### src/rtl/studio2_keypad_io.sv
// Keypad/audio I/O responder for the 1802 side bus: select latch on OUT 2, status on INP 1,
// two debounced 16-key hex pads presented on EF3/EF4, and a Q-gated square-wave beeper.
module studio2_keypad_io #(
  parameter int DEBOUNCE_CYCLES = 4096,
  parameter int TONE_DIV        = 1024
) (
  input  logic        clock,
  input  logic        resetq,
  input  logic [2:0]  io_n,
  input  logic        io_out,
  input  logic        io_inp,
  input  logic [7:0]  io_dout,
  output logic [7:0]  io_din,
  input  logic        q_in,
  input  logic [15:0] keys1,
  input  logic [15:0] keys2,
  output logic [3:0]  ef,
  output logic        beep
);

  localparam int DB_W = $clog2(DEBOUNCE_CYCLES);
  localparam int TN_W = $clog2(TONE_DIV);

  localparam logic [DB_W-1:0] DB_LAST = DB_W'(DEBOUNCE_CYCLES - 1);
  localparam logic [DB_W-1:0] DB_ONE  = DB_W'(1);
  localparam logic [TN_W-1:0] TN_LAST = TN_W'(TONE_DIV - 1);
  localparam logic [TN_W-1:0] TN_ONE  = TN_W'(1);

  // Pad 0 is keys1 (EF3), pad 1 is keys2 (EF4).
  logic [1:0][15:0] keys_raw;

  logic [1:0][15:0]     meta_q,   meta_d;
  logic [1:0][15:0]     sync_q,   sync_d;
  logic [1:0][15:0]     cand_q,   cand_d;
  logic [1:0][15:0]     stable_q, stable_d;
  logic [1:0][DB_W-1:0] cnt_q,    cnt_d;

  logic [3:0]      sel_q,  sel_d;
  logic [TN_W-1:0] tcnt_q, tcnt_d;
  logic            beep_q, beep_d;

  logic unused_dout_hi;

  assign keys_raw[0]    = keys1;
  assign keys_raw[1]    = keys2;
  assign unused_dout_hi = ^io_dout[7:4];

  always_comb begin
    meta_d   = keys_raw;
    sync_d   = meta_q;
    cand_d   = cand_q;
    stable_d = stable_q;
    cnt_d    = cnt_q;
    // A candidate vector is committed only after it has held for the full count;
    // any change in between restarts the count, so no intermediate vector escapes.
    for (int p = 0; p < 2; p++) begin
      if (sync_q[p] != cand_q[p]) begin
        cand_d[p] = sync_q[p];
        cnt_d[p]  = '0;
      end else if (cnt_q[p] == DB_LAST) begin
        stable_d[p] = cand_q[p];
      end else begin
        cnt_d[p] = cnt_q[p] + DB_ONE;
      end
    end
  end

  always_comb begin
    sel_d = sel_q;
    if (io_out && (io_n == 3'd2)) begin
      sel_d = io_dout[3:0];
    end
  end

  always_comb begin
    tcnt_d = tcnt_q;
    beep_d = beep_q;
    if (!q_in) begin
      tcnt_d = '0;
      beep_d = 1'b0;
    end else if (tcnt_q == TN_LAST) begin
      tcnt_d = '0;
      beep_d = ~beep_q;
    end else begin
      tcnt_d = tcnt_q + TN_ONE;
    end
  end

  always_ff @(posedge clock or negedge resetq) begin
    if (!resetq) begin
      meta_q   <= '0;
      sync_q   <= '0;
      cand_q   <= '0;
      stable_q <= '0;
      cnt_q    <= '0;
      sel_q    <= '0;
      tcnt_q   <= '0;
      beep_q   <= 1'b0;
    end else begin
      meta_q   <= meta_d;
      sync_q   <= sync_d;
      cand_q   <= cand_d;
      stable_q <= stable_d;
      cnt_q    <= cnt_d;
      sel_q    <= sel_d;
      tcnt_q   <= tcnt_d;
      beep_q   <= beep_d;
    end
  end

  // INP data must be valid in the strobe clock itself, so it is purely combinational.
  always_comb begin
    io_din = 8'hFF;
    if (io_inp && (io_n == 3'd1)) begin
      io_din = {|stable_q[1], |stable_q[0], 2'b00, sel_q};
    end
  end

  assign ef   = {stable_q[1][sel_q], stable_q[0][sel_q], 2'b00};
  assign beep = beep_q;

endmodule

### config.mk
export PLATFORM = sky130hd
export DESIGN_NAME = studio2_keypad_io
export DESIGN_NICKNAME = d
export VERILOG_FILES = /design/src/rtl/studio2_keypad_io.sv
export SDC_FILE = /design/constraint.sdc
export NUM_CORES = 1
export LEC_CHECK = 0
export ABC_AREA = 1
export BUFFER_PORTS_ARGS = -buffer_cell sky130_fd_sc_hd__buf_4
export CORE_ASPECT_RATIO = 0.9
export CORE_MARGIN = 2
export CORE_UTILIZATION = 30
export DETAILED_ROUTE_END_ITERATION = 8
export GPL_TIMING_DRIVEN = 0
export PLACE_DENSITY_LB_ADDON = 0.15
export SYNTH_ARGS = -nofsm -noshare
export SYNTH_HDL_FRONTEND = slang
export SYNTH_SLANG_ARGS = --single-unit
### constraint.sdc
create_clock -name clock -period 1.8 [get_ports clock]
set_input_delay 0.09 -clock clock [delete_from_list [all_inputs] [get_ports clock]]
set_output_delay 0.09 -clock clock [all_outputs]
set_load 0.02 [all_outputs]
==> qor.yml <==
final_layout:
  n_antenna_cell: 0
  final_area_um2: 8990
  fill_cells: 2337
  fin_nets: 959
  multiInputGateArea_um2: 2220
  synthToLayoutAreaGrowth_pct: 28.3
  finalNonFillerCells: 1223
  final_layout_size_suffix_gt1_share_pct: 16.2
  seq_area_um2: 4180
clock_network:
  clk_path_buf_depth: 2
  insertion_delay_ns: 0.44
  cts_tree: "yes"
  cts_max_level: 4
  root_buffer: "clkbuf_16"
  cts_inserted_buffers: 17
  path_clk_slew_ns: 0.06
  cts.sinks: 167
setup_path:
  rrSetupSlack_ns: 0.18
  rr_startpoint: "cnt_q[1]"
  slowest_stage: "dfrtp_2"
  path_cells: "buf_4 > a21oi_1 > o21ai_0 > nand3_1 > nand3_1 > nand2_2 > buf_6"
  cp.required_ns: 1.71
  critPathMostFrequentCell: "nand3_1"
  path_max_fanout: 5
  critical_path_arrival_ns: 1.66
  critical_path_class: "register to output pin"
  cp_slowest_stage_delay_ns: 0.46
  crit_start: "sel_q[0]"
  end_kind: "output pin"
  cp-start-kind: "register"
synthesis:
  ys_top_cells_by_count: "nand2_1, dfrtp_1, nor2_1, inv_1, nand3_1"
  synth_area_um2: 7010
  synth_enable_flop_cells: 0
  synth_area_leader_cell: "dfrtp_1"
  yosysWarnings: 0
  syn_inst: 782
  ys.flop_type: "dfrtp_1"
  ys_seq_area_share_pct: 59.6
  synthTopCellsByArea: "dfrtp_1, nand2_1, nor2_1, inv_1, nand4_1"
  synthDistinctLibCells: 35
  avgSynthCellArea_um2: 8.96
  synth-seq-cells: 167
  synth_most_common_cell: "nand2_1"
  async_reset_ff_share_pct: 100
  netlist.area_leader.share_pct: 59.6
floorplanning:
  die_w_um: 165
  dieArea_um2: 24600
  initial_core_util_pct: 30.3
  coreArea_um2: 23100
  fp-row-count: 53
  fp.dieH_um: 149
  io_pins: 61
timing:
  period_share_pct: 97.5
  slew_headroom_pct: 47.9
  skew_ns: 0.0136
  period_needed_ns: 1.75
  worst-slew-pin-transition_ns: 0.782
  slew_violations: 0
  fmax_ghz: 0.570
  setup_viol: 0
  worst_slack_ns: 0.0451
  rsz0062_at_grt: "yes"
  hold_violations: 0
detailed_routing:
  dr.pass1.iters: 4
  drcViolationCount: 0
  ant_nets: 0
  routed_wl_mm: 13.9
  vias: 5116
  via_per_inst: 4.18
  first_iter_violations: 282
  avgRoutedWirePerCell_um: 11.3
hold_path:
  hold_class: "input pin to register"
  min-delay-start: "io_n[2]"
grt:
  grt_overflow_total: 0
  grt_usage_pct: 12.3
  antenna_found_initial: 0
  grt_pass1_wl_mm: 23.6
  grt_pass1_vias: 4773
  grt_max_degree: 99
power_and_ir_drop:
  ir_drop_mv: 0.481
  power_density_nw_per_um2: 936
  p_leak_nw: 4.40
placement:
  dp_cells: 1140
  place_worst_setup_slack_ns: 0.0894
  dpl-instance-area_um2: 7830
  numPortBuffers: 54
  gp_congestion: 0.724
  dpl.hpwl_mm: 9.33
outcome:
  outcome: "finished, final reports clean"
run:
  maxCapViolCount: 0
[state kept, by name, indices dropped and copies added (netlist names)]
register,flops
beep,1
cand_q,32
cnt_q,24
meta_q,32
sel_q,4
stable_q,32
sync_q,32
tcnt_q,10
[per-stage QoR]
step	total power, mW	util, %	hold WS (ns)	TNS [ns]
floorplan	4.38	-	-0.206	0
CTS	8.51	38.1	0.0986	-0.0145
finish	8.42	38.9	0.105	0
detailed placement	4.69	33.8	0.192	0
global route	8.83	38.9	0.158	-0.0727
global placement	4.68	33.7	0.199	-75.19
[layer usage]
layer / part of all wire, % / global-route usage (%)
met3: 3.2 / 3.06
met5: 0 / 0
met4: 1.5 / 4.65
met1: 51 / 17.9
met2: 44 / 17.8
[cells in the final DEF (no fill, tap or decap), types with 16 or more instances in the layout]
master           n
clkbuf_1        33
nor2_1         101
nand2_1        190
nand3_1         36
dlygate4sd3_1   38
dfrtp_1        165
inv_1           97
buf_4           72
nand4_1         35
a21oi_1         16
clkbuf_16       17
[kinds of logic after synthesis]
logic type | count (synthesis) | share of synthesized area, %
simple gates | 406 | 25.9
flops | 167 | 59.6
buf+inv | 155 | 9.21
compound gates | 38 | 3.11
xor+xnor | 11 | 1.37
fa+ha+maj | 3 | 0.536
other cells | 1 | 0.0535
mux | 1 | 0.161
[cell type report]
type	count	area share, %
clock buffer	17	4.73
timing repair buffer	108	10.6
sequential	167	46.5
buffer	53	3.23
multi-input combinational	461	24.7
clock inverter	15	1.79
tap	302	4.20
inverter	100	4.26
[where the power goes]
group	switching [mW]	leakage, nW	internal [mW]
clock network	1.68	0.286	1.96
logic	0.398	2.02	0.380
registers	0.106	2.09	3.89
total	2.19	4.40	6.23
[critical path, delay by kind of cell (launching register included)]
family,cells,cell delay (ns)
compound gates,2,0.22
buf+inv,2,0.29
flops,1,0.46
simple gates,3,0.26
[worst paths after layout]
kind                       cells past startpoint            to
max                                            7         ef[3]
min                                            4      sel_q[2]
max reg2reg                                    9  stable_q[10]
min reg2reg                                    0    sync_q[16]
max in group asynchronous                      3          beep
min in group asynchronous                      2      cnt_q[5]
[what timing repair did]
item                                    in CTS  in global routing
endpoints found under the setup margin       4                 24
hold buffers                                38                  0
pin swaps                                    0                  7
gates cloned                                 0                  1
gates resized for setup                     12                 15
hold endpoints to repair                   138                  0
setup buffers                                1                 13
Note: power is estimated with default switching activity, not from simulation.
